## src/rtl/rsa_pkg.sv

```systemverilog
`default_nettype none
// ============================================================================
//  Module      : rsa_pkg
//  Description : Shared types and constants for the RSA operand front end.
//  Revision    : 1.0
// ============================================================================
package rsa_pkg;

   localparam int c_WORD_BYTES_DEFAULT = 4;

   typedef enum logic [1:0] {
      FETCH   = 2'd0,
      CAPTURE = 2'd1,
      HOLD    = 2'd2
   } state_t;

   // Byte lane that receives the next captured byte.
   function automatic logic [3:0] lane_of(input logic [3:0] count,
                                          input logic [3:0] nbytes,
                                          input logic       msb_first);
      return msb_first ? (nbytes - 4'd1 - count) : count;
   endfunction

endpackage
`default_nettype wire

```

## src/rtl/byte_packer.sv

```systemverilog
`default_nettype none
// ============================================================================
//  Module      : byte_packer
//  Description : Packs bytes from an 8-bit FIFO into WORD_BYTES-wide words.
//  Revision    : 1.0
// ============================================================================
module byte_packer
   import rsa_pkg::*;
#(
   parameter int WORD_BYTES = c_WORD_BYTES_DEFAULT,
   parameter bit MSB_FIRST  = 1'b1
)(
   input  logic                    clk,
   input  logic                    rst,
   input  logic [7:0]              buf_out,
   input  logic                    buf_empty,
   output logic                    rd_en,
   input  logic                    flush,
   output logic [8*WORD_BYTES-1:0] word_out,
   output logic                    word_valid,
   input  logic                    word_ready,
   output logic [3:0]              word_bytes
);

   localparam logic [3:0] c_FULL = 4'(WORD_BYTES);

   state_t                  r_state;
   state_t                  w_state_next;
   logic [3:0]              r_count;
   logic [8*WORD_BYTES-1:0] r_word;
   logic                    r_valid;
   logic [3:0]              r_bytes;
   logic                    w_flush_go;
   logic                    w_last;
   logic                    w_accept;
   logic [3:0]              w_lane;

   assign w_last   = (r_count + 4'd1 == c_FULL);
   assign w_accept = r_valid && word_ready;
   assign w_lane   = lane_of(r_count, c_FULL, MSB_FIRST);

   always_comb begin
      w_state_next = r_state;
      rd_en        = 1'b0;
      w_flush_go   = 1'b0;
      case (r_state)
         FETCH: begin
            // A pending flush with data wins over a pop.
            if (flush && (r_count != 4'd0)) begin
               w_flush_go   = 1'b1;
               w_state_next = HOLD;
            end else if (!buf_empty && !rst) begin
               rd_en        = 1'b1;
               w_state_next = CAPTURE;
            end
         end
         CAPTURE: w_state_next = w_last ? HOLD : FETCH;
         HOLD:    if (w_accept) w_state_next = FETCH;
         default: w_state_next = FETCH;
      endcase
   end

   always_ff @(posedge clk) begin
      if (rst) r_state <= FETCH;
      else     r_state <= w_state_next;
   end

   always_ff @(posedge clk) begin
      if (rst) begin
         r_count <= 4'd0;
         r_word  <= '0;
         r_valid <= 1'b0;
         r_bytes <= 4'd0;
      end else if (r_state == CAPTURE) begin
         for (int i = 0; i < WORD_BYTES; i++) begin
            if (w_lane == 4'(i)) r_word[8*i +: 8] <= buf_out;
         end
         r_count <= r_count + 4'd1;
         if (w_last) begin
            r_valid <= 1'b1;
            r_bytes <= c_FULL;
         end
      end else if (r_state == FETCH) begin
         if (w_flush_go) begin
            r_valid <= 1'b1;
            r_bytes <= r_count;
         end
      end else if (r_state == HOLD) begin
         if (w_accept) begin
            r_count <= 4'd0;
            r_word  <= '0;
            r_valid <= 1'b0;
            r_bytes <= 4'd0;
         end
      end
   end

   assign word_out   = r_word;
   assign word_valid = r_valid;
   assign word_bytes = r_bytes;

endmodule
`default_nettype wire

```

## config.mk

```make
export PLATFORM = sky130hd
export DESIGN_NAME = byte_packer
export DESIGN_NICKNAME = d
export VERILOG_FILES = /design/src/rtl/rsa_pkg.sv /design/src/rtl/byte_packer.sv
export SDC_FILE = /design/constraint.sdc
export NUM_CORES = 1
export LEC_CHECK = 0
export CORE_UTILIZATION = 45
export CTS_CLUSTER_DIAMETER = 30
export DETAILED_ROUTE_END_ITERATION = 6
export PLACE_DENSITY = 0.75
export SLEW_MARGIN = 25
export SYNTH_ARGS = -nofsm -noshare
export SYNTH_HDL_FRONTEND = slang
export SYNTH_SLANG_ARGS = --single-unit
```

## constraint.sdc

```tcl
create_clock -name clk -period 4.5 [get_ports clk]
set_input_delay 0.9 -clock clk [delete_from_list [all_inputs] [get_ports clk]]
set_output_delay 0.9 -clock clk [all_outputs]
set_load 0.01 [all_outputs]
```

# After elaboration in Yosys (flattened, before gate mapping)
# Index checks and enable logic that the tools add are counted.
totals:
  regBits: 43
  wordCells: 76
  output_inout_bits: 38
classes:
  reduce_logical: 19
  add_sub_neg: 2
  n_eq_ne: 15
  muxes: 32
ops:
  columns: ["operator", "n"]
  rows:
  - ["$mux W32", 4]
  - ["$mux W4", 8]
  - ["$mux W8", 4]
  - ["$reduce_and A4 Y1", 5]
  - ["$mux W1", 11]
  - ["$eq A4 B2 Y1 const B", 2]
  - ["$mux W2", 4]
  - ["$ne A2 B1 Y1 const B", 4]
  - ["$ne A2 B2 Y1 const B", 3]
  - ["$ne A3 B3 Y1 const B", 2]
  - ["$pmux W2 S3", 1]
  - ["$reduce_bool A3 Y1", 2]
  - ["$add A4 B1 Y4 const B", 1]
  - ["$eq A4 B1 Y1 const B", 1]
  - ["$eq A4 B3 Y1 const B", 1]
  - ["$logic_not A4 Y1", 1]
  - ["$reduce_bool A2 Y1", 2]
  - ["$reduce_bool A4 Y1", 1]
  - ["$sub A2 B4 Y4 const A", 1]
  - ["$logic_and A1 B1 Y1", 3]
  - ["$reduce_and A3 Y1", 1]
  - ["$eq A2 B1 Y1 const B", 1]
  - ["$eq A2 B2 Y1 const B", 1]
  - ["$logic_not A1 Y1", 2]
  - ["other kinds (2)", 2]

# Depth between registers and ports, before layout
# Gate-level depths: netlist of run 1.
logic_depth:
  ltp_word: 7
  depth_mapped: 8

# Least setup slack after synthesis of run 1
# No wires, ideal clock.
synth_timing:
  path_kind: "input port to output port"
  startpoint: "in rst"
  endpoint: "out rd_en"
  n_path_buf: 2
  slack_ns: 2.053
  arrival_time_ns: 1.547
  cell_stages: 3
  required_time_ns: 3.600
  cell_sequence: "buf_4 > clkbuf_1 > nor3_1"
synth_via:
  elab_chain_len: 5
synth_lines:
  columns: ["item", "line", "rtl"]
  rows:
  - ["start: declaration", "byte_packer.sv:14", "input logic rst,"]
  - ["$logic_not A1 Y1", "byte_packer.sv:52", "end else if (!buf_empty && !rst) begin"]
  - ["$logic_and A1 B1 Y1", "byte_packer.sv:52", null]
  - ["$mux W1", "byte_packer.sv:52", null]
  - ["$mux W1", "byte_packer.sv:49", "if (flush && (r_count != 4'd0)) begin"]
  - ["$mux W1", "byte_packer.sv:46", "case (r_state)"]
  - ["end: declaration", "byte_packer.sv:17", "output logic rd_en,"]
# Every way passes these cells.

# Worst setup path in the final report of run 1
layout_timing:
  startpoint: "reg r_count[0]"
  endpoint: "out rd_en"
layout_via:
  elab_chain_len: 4
layout_lines:
  columns: ["item", "line", "rtl"]
  rows:
  - ["start: declaration", "byte_packer.sv:29", "logic [3:0] r_count;"]
  - ["start signal: assignment", "byte_packer.sv:78", "r_count <= r_count + 4'd1;"]
  - ["$reduce_bool A4 Y1", "byte_packer.sv:49", null]
  - ["$logic_and A1 B1 Y1", "byte_packer.sv:49", null]
  - ["$mux W1", "byte_packer.sv:49", null]
  - ["$mux W1", "byte_packer.sv:46", null]
# Every way passes these cells.

==> flow_summary.toml, run 1 <==
[detailed_routing]
firstDrtPassIters = 4
via_per_inst = 5.088
dr_total_vias = 1511
routedWlPerCell_um = 14.15
ant_nets = 0
wl_met1_um = 2040
wl_met3_um = 220
drt_iter0_markers = 68
topRoutingLayerUsed = "met4"
finalWirelength_um = 4204
drcViolationCount = 0
wl_met2_um = 1892

[floorplanning]
fp.dieArea_um2 = 4742
rows = 23
core_um2 = 4144
die_x_um = 68.87
initial_core_util_pct = 48.55
io_pins = 51
die_h_um = 68.87

[timing]
setup_tns_ns = 0
slew_headroom_pct = 54.79
slew_violations = 0
setup_viol = 0
rsz0062_at_grt = "false"
tightestPinTransition_ns = 0.6782
postLayoutSetupSlackWorst_ns = 1.337
fin_skew_ns = 0.005245
post-route-min-period_ns = 3.163
hold_viol_final = 0
post-route-period-util_pct = 70.30
max_freq_mhz = 316.1

[global_routing]
grt-ovfl-total = 0
grt_pass1_wl_um = 6768
antenna_found_initial = 0
track_usage_pct = 19.83
grt_max_degree = 45
grt_pass1_vias = 1410

[power_and_ir_drop]
switching_share_pct = 30.36
seqPwrFrac_pct = 43.3
power_density_nw_per_um2 = 369.8
power.internal_uw = 677.7
ir_drop_mv = 0.1881
p_sw_uw = 295.4
p_comb_share_pct = 26.1
clock_power_share_pct = 30.6
p_leak_nw = 0.9507

[critical_path]
crit_arrival_ns = 2.26
path_class = "reg2out"
required_ns = 3.60
crit_path_max_incr_delay_ns = 0.56
cp-start-kind = "flop"
endpoint_kind = "output pin"
cp_max_fo = 7
path_buf_inv = 2
cp_slowest_cell = "clkdlybuf4s50_1"
critPathTopFamily = "buffers and inverters"
path_cells = "inv_1 > ha_1 > nor3b_1 > o21ai_1 > nor3_1 > clkdlybuf4s50_1"

[synthesis]
yosysTopAreaCell = "dfxtp_1"
yosysTopAreaCellShare_pct = 42.79
synth_flop_cell = "dfxtp_1"
synthesis.area_um2 = 2012
syn_nets = 219
ys_types = 35
syn_area_per_cell_um2 = 10.16
synth_warnings = 0
synth.area.top_cells = "dfxtp_1 (43%), mux2i_1 (18%), nor2_1 (7.1%), a221oi_4 (5.2%), ha_1 (5.0%)"
async_flop_share_pct = 0
ys_seq_area_share_pct = 42.79
syn_inst = 198
synth.top_cells.by_count = "dfxtp_1 (43), nor2_1 (38), mux2i_1 (36)"
ys_seq_elements = 43
synth_edf_count = 0
yosysMostFrequentCell = "dfxtp_1"

[clock_network]
insertion_delay_ns = 0.29
ctsResizeCount = 0
hold_buffers = 0
clock_sinks = 43
cts_tree = "built"
cts_buffers = 5
cts_setup_buffers = 0
root_buffer = "clkbuf_8"
h-tree-depth = 2
clk_pin_slew_worst_paths_ns = 0.08
cts_buffer_depth = 2

[final_layout]
final_area_um2 = 2631
area_growth_syn_to_layout_pct = 30.78
fin_nets = 267
final_layout_size_suffix_gt1_share_pct = 8.502
diodes = 0

[run]
drv_cap = 0

[placement]
place.port_buffers = 50
dpl.hpwl_um = 2870
placed_area_um2 = 2516
routabilityCongestion = 0.7590
dp_worst_setup_slack_ns = 1.351

[min_path]
hp-class = "reg2reg"

[status]
status = "finished, final reports clean"
kinds of logic after synthesis:
logic type	share of synthesized area, %
and+or+nand+nor	17.72
DFF	42.79
muxes	17.91
AOI/OAI and AO/OA	12.00
buffers and inverters	4.602
adders and majority gates	4.975
per-stage QoR:
stage | power [mW] | hold slack (ns) | utilization [%] | instances
after floorplan | 0.6111 | 0.4952 | - | 198
after global placement | 0.6796 | 0.4648 | 60.72 | 289
after detailed placement | 0.6824 | 0.4719 | 60.72 | 289
after CTS | 0.9819 | 0.4844 | 63.44 | 297
after global routing | 1.027 | 0.5000 | 63.50 | 297
final | 0.9731 | 0.4786 | 63.50 | 297
flip-flops by register name (all words and copies together) (netlist names):
| signal | count |
|---|---|
| word_valid | 1 |
| r_state | 2 |
| word_out | 32 |
| word_bytes | 4 |
| r_count | 4 |
worst min-delay path, cell delays in order, from the launching register on:
cell and delay, ns:
dfxtp_1 0.32, nand2b_1 0.06, mux2i_1 0.06
power groups by stage:
stage	registers, mW	logic, mW	clock network, mW
after floorplan	0.427	0.184	0
after global placement	0.429	0.250	0
after detailed placement	0.430	0.252	0
after CTS	0.421	0.255	0.306
after global routing	0.424	0.276	0.327
final	0.421	0.254	0.298
worst paths after layout:
| kind | from | to | slack, ns | cells after the start |
|---|---|---|---|---|
| worst min-delay path | word_bytes[3]$_SDFFE_PP0P_ | word_bytes[3]$_SDFFE_PP0P_ | 0.48 | 2 |
| worst min register to register | word_bytes[3]$_SDFFE_PP0P_ | word_bytes[3]$_SDFFE_PP0P_ | 0.48 | 2 |
| worst max-delay path | r_count[0]$_SDFFE_PP0P_ | rd_en | 1.34 | 6 |
| worst max register to register | r_state[1]$_SDFFE_PP0P_ | word_out[5]$_SDFFE_PP0P_ | 1.87 | 6 |
cell usage in the layout, fill, tap and decap left out, drive strengths merged, types with 2 or more instances in the layout:
cell type,Yosys,routed
a211oi,2,2
a21oi,6,6
a221oi,5,5
a311oi,2,2
and2,8,8
clkbuf,2,5
clkdlybuf4s50,0,50
clkinv,0,2
dfxtp,43,43
ha,8,8
inv,7,7
mux2i,36,36
nand2,8,8
nand2b,4,4
nor2,38,38
nor3,2,2
nor3b,2,2
o21ai,3,3
or3b,4,4
final cells by class:
class                      instances  area [um^2]
timing repair buffer              51        508.0
multi-input combinational        138         1061
clock buffer                       5        68.82
sequential                        43        860.8
tap                               50        62.56
fill                             366         1513
inverter                           7        26.28
clock inverter                     3        43.79
layer usage:
metal,up-vias,GRT usage (%)
met5,-,0
met4,0,7.653
met2,36,29.98
met3,5,5.099
met1,693,26.83
li1,777,-
(Power assumes the default switching activity.)
==> inputs of run 2 (changes only) <==
clock period = 3.1 ns   (was 4.5 ns; I/O delays follow)
==> flow_summary.toml, run 2 (synthesis gave the netlist of run 1 again) <==
[detailed_routing]
finalWirelength_um = 4275
drt_iter0_markers = 79
dr_total_vias = 1531
routedWlPerCell_um = 14.35
firstDrtPassIters = 4
via_per_inst = 5.138
ant_nets = 0
drcViolationCount = 0

[critical_path]
crit_path_max_incr_delay_ns = 0.56
reg2reg_depth = 6
r2r_slack_ns = 0.68
required_ns = 2.48
cp_slowest_cell = "clkdlybuf4s50_1"
r2r_end = "word_out[25]$_SDFFE_PP0P_"
path_cells = "inv_1 > ha_1 > nor3b_1 > o21ai_1 > nor3_1 > clkdlybuf4s50_1"
cp_max_fo = 7
reg2reg_from = "r_state[1]$_SDFFE_PP0P_"
cp-start-kind = "flop"
path_class = "reg2out"
endpoint_kind = "output pin"
crit_arrival_ns = 2.27

[power_and_ir_drop]
p_total_mw = 1.432
p_leak_nw = 0.9539
ir_drop_mv = 0.3055
power_density_nw_per_um2 = 542.8

[min_path]
min-delay-start = "word_bytes[0]$_SDFFE_PP0P_"
hold_path_depth = 2
hold_end = "word_bytes[0]$_SDFFE_PP0P_"
hp-class = "reg2reg"

[timing]
setup_tns_ns = 0
hold_viol_final = 0
slew_violations = 0
post-route-min-period_ns = 2.890
slew_headroom_pct = 52.71
setup_viol = 0
post-route-period-util_pct = 93.23
tightestPinTransition_ns = 0.7093
fin_skew_ns = 0.003324
rsz0062_at_grt = "false"
max_freq_mhz = 346.0

[final_layout]
area_growth_syn_to_layout_pct = 31.16
largest_reg_flops = 32
diodes = 0
final_layout_size_suffix_gt1_share_pct = 8.468
final_common_cell = "clkdlybuf4s50_1"
fin_util_pct = 63.68
n_fill_cell = 388
layout_common_cells = "clkdlybuf4s50_1 (50), dfxtp_1 (43), nor2_1 (38), mux2i_1 (36), ha_1 (8)"
fin_nets = 268
stdcell_count = 298

[clock_network]
ctsResizeCount = 0
hold_buffers = 0
insertion_delay_ns = 0.30
h-tree-depth = 2
cts_tree = "built"
cts_buffer_depth = 2
clock_sinks = 43
cts_buffers = 5
root_buffer = "clkbuf_8"
cts_setup_buffers = 0
clk_pin_slew_worst_paths_ns = 0.08

[placement]
routabilityCongestion = 0.7474
place.port_buffers = 50
dp_cells = 290
dpl.hpwl_um = 2838

[floorplanning]
die_x_um = 68.87
rows = 23
die_h_um = 68.87
initial_core_util_pct = 48.55
fp.dieArea_um2 = 4742
io_pins = 51
core_um2 = 4144

[global_routing]
grt-ovfl-total = 0
grt_pass1_wl_um = 6872
track_usage_pct = 20.13
grt_max_degree = 45
grt_pass1_vias = 1407
antenna_found_initial = 0

[status]
status = "finished, final reports clean"

[run]
drv_cap = 0
run 2: metal layers:
layer	GRT usage (%)	vias up	wire, um
met3	6.250	7	237
met5	0	-	0
met2	30.22	33	1923
met1	26.78	710	2060
met4	7.653	0	53
li1	-	781	-
run 2: worst max-delay path by stage:
stage / to / startpoint
final: rd_en / r_count[0]$_SDFFE_PP0P_
after global routing: rd_en / r_count[0]$_SDFFE_PP0P_
after CTS: rd_en / r_count[0]$_SDFFE_PP0P_
after detailed placement: rd_en / flush
after global placement: rd_en / flush
after floorplan: word_out[11]$_SDFFE_PP0P_ / r_state[1]$_SDFFE_PP0P_
run 2: layout make-up:
type	instances	area [um^2]	share of cell area, %
clock buffer	5	68.82	2.608
sequential	43	860.8	32.62
tap	50	62.56	2.371
clock inverter	3	46.29	1.754
inverter	7	26.28	0.9957
multi-input combinational	138	1059	40.11
timing repair buffer	52	515.5	19.54
run 2: through the flow:
step	area (um^2)	setup WS, ns	hold WS [ns]
final	2639	0.2099	0.4776
after CTS	2639	0.2004	0.4860
after floorplan	2012	1.164	0.4952
after global routing	2639	0.04794	0.5009
after detailed placement	2524	0.5154	0.4711
after global placement	2524	0.5251	0.4636
run 2: critical path, delay by kind of cell (launching register included):
kind,cells,cell delay [ns]
buf+inv,2,0.68
simple gates,2,0.54
flops,1,0.37
compound gates,1,0.20
fa+ha+maj,1,0.18
run 2: power by group:
group | leakage, nW | internal (mW) | switching [mW]
Clock | 0.0548 | 0.243 | 0.209
Sequential | 0.347 | 0.578 | 0.0330
Combinational | 0.552 | 0.167 | 0.203
Total | 0.954 | 0.987 | 0.445
==> inputs of run 3 (changes only) <==
CAP_MARGIN = 20   (was not set)
MAX_ROUTING_LAYER = met4   (was not set)
==> flow_summary.toml, run 3 (synthesis gave the netlist of run 1 again) <==
[critical_path]
crit_path_max_incr_delay_ns = 0.56
reg2reg_depth = 7
cp_max_fo = 7
path_buf_inv = 2
reg2reg_from = "r_state[1]$_SDFFE_PP0P_"
path_class = "reg2out"
cp-start-kind = "flop"
required_ns = 2.48
cp_slowest_cell = "clkdlybuf4s50_1"
r2r_slack_ns = 0.68
crit_arrival_ns = 2.28
endpoint_kind = "output pin"
critPathTopFamily = "buffers and inverters"
r2r_end = "word_out[25]$_SDFFE_PP0P_"
path_cells = "inv_1 > ha_1 > nor3b_1 > o21ai_1 > nor3_1 > clkdlybuf4s50_1"

[power_and_ir_drop]
ir_drop_mv = 0.3080
switching_share_pct = 31.11
seqPwrFrac_pct = 42.6
p_sw_uw = 445.9
p_leak_nw = 0.9539
power.internal_uw = 987.2
p_comb_share_pct = 25.7
clock_power_share_pct = 31.6
power_density_nw_per_um2 = 543.1

[timing]
slew_headroom_pct = 53.59
setup_viol = 0
hold_viol_final = 0
fin_skew_ns = 0.004739
tightestPinTransition_ns = 0.6962
rsz0062_at_grt = "false"
post-route-min-period_ns = 2.896
slew_violations = 0
post-route-period-util_pct = 93.43
max_freq_mhz = 345.3
setup_tns_ns = 0

[min_path]
min-delay-start = "word_bytes[0]$_SDFFE_PP0P_"
hold_end = "word_bytes[0]$_SDFFE_PP0P_"
hp-class = "reg2reg"
hold_path_depth = 2

[floorplanning]
initial_core_util_pct = 48.55
die_x_um = 68.87
core_um2 = 4144
rows = 23
io_pins = 51
fp.dieArea_um2 = 4742
die_h_um = 68.87

[clock_network]
h-tree-depth = 2
cts_buffers = 5
cts_setup_buffers = 0
cts_tree = "built"
ctsResizeCount = 0
insertion_delay_ns = 0.30
clk_pin_slew_worst_paths_ns = 0.09
clock_sinks = 43
hold_buffers = 0
cts_buffer_depth = 2
root_buffer = "clkbuf_8"

[detailed_routing]
finalWirelength_um = 4274
routedWlPerCell_um = 14.34
firstDrtPassIters = 4
drcViolationCount = 0
drt_iter0_markers = 68
ant_nets = 0
dr_total_vias = 1531
via_per_inst = 5.138

[placement]
routabilityCongestion = 0.7569
dp_cells = 290
dpl.hpwl_um = 2838
place.port_buffers = 50

[final_layout]
fin_nets = 268
diodes = 0
final_layout_size_suffix_gt1_share_pct = 8.468
layout_common_cells = "clkdlybuf4s50_1 (50), dfxtp_1 (43), nor2_1 (38), mux2i_1 (36), ha_1 (8)"
largest_reg_flops = 32
stdcell_count = 298
final_common_cell = "clkdlybuf4s50_1"
area_growth_syn_to_layout_pct = 31.16

[global_routing]
grt-ovfl-total = 0
antenna_found_initial = 0
grt_max_degree = 45
grt_pass1_wl_um = 6879
grt_pass1_vias = 1405
track_usage_pct = 20.70

[status]
status = "finished, final reports clean"

[run]
drv_cap = 0
[run 3: per-stage QoR]
| stage | total power, mW | worst slack [ns] | hold slack (ns) | util (%) | instance area (um^2) |
|---|---|---|---|---|---|
| 2_1_floorplan | 0.8871 | 1.164 | 0.4952 | - | 2012 |
| 3_3_place_gp | 0.9886 | 0.5251 | 0.4636 | 60.90 | 2524 |
| 3_5_place_dp | 0.9930 | 0.5154 | 0.4711 | 60.90 | 2524 |
| 4_1_cts | 1.448 | 0.2004 | 0.4860 | 63.68 | 2639 |
| 5_1_grt | 1.504 | 0.04795 | 0.5009 | 63.68 | 2639 |
| 6_report | 1.433 | 0.2037 | 0.4779 | 63.68 | 2639 |
[run 3: cell type report]
cell class,count,area (um^2)
clock buffer,5,68.82
clock inverter,3,46.29
fill,388,1505
inverter,7,26.28
multi-input combinational,138,1059
sequential,43,860.8
tap,50,62.56
timing repair buffer,52,515.5
[run 3: power by group through the flow]
stage               Combinational (mW)  Clock, mW  Sequential, mW
finish                           0.369      0.453           0.611
global route                     0.402      0.486           0.616
CTS                              0.372      0.465           0.612
detailed placement               0.370          0           0.623
global placement                 0.366          0           0.623
floorplan                        0.268          0           0.620
[run 3: worst max path at each step]
stage / from / endpoint / slack, ns / cells past startpoint
2_1_floorplan: r_state[1]$_SDFFE_PP0P_ / word_out[11]$_SDFFE_PP0P_ / 1.16 / 7
3_3_place_gp: flush / rd_en / 0.53 / 5
3_5_place_dp: flush / rd_en / 0.52 / 5
4_1_cts: r_count[0]$_SDFFE_PP0P_ / rd_en / 0.20 / 6
5_1_grt: r_count[0]$_SDFFE_PP0P_ / rd_en / 0.05 / 6
6_report: r_count[0]$_SDFFE_PP0P_ / rd_en / 0.20 / 6
[run 3: worst min-delay path, stage by stage (launching register included)]
cell and delay, ns:
dfxtp_1 0.32, nand2b_1 0.06, mux2i_1 0.06
[run 3: per-layer routing]
layer	GRT usage, %	vias to the layer above	wire length (um)
li1	-	780	-
met1	27.18	713	2115
met2	30.10	31	1905
met3	5.757	7	183
met4	7.653	0	70
met5	-	-	0
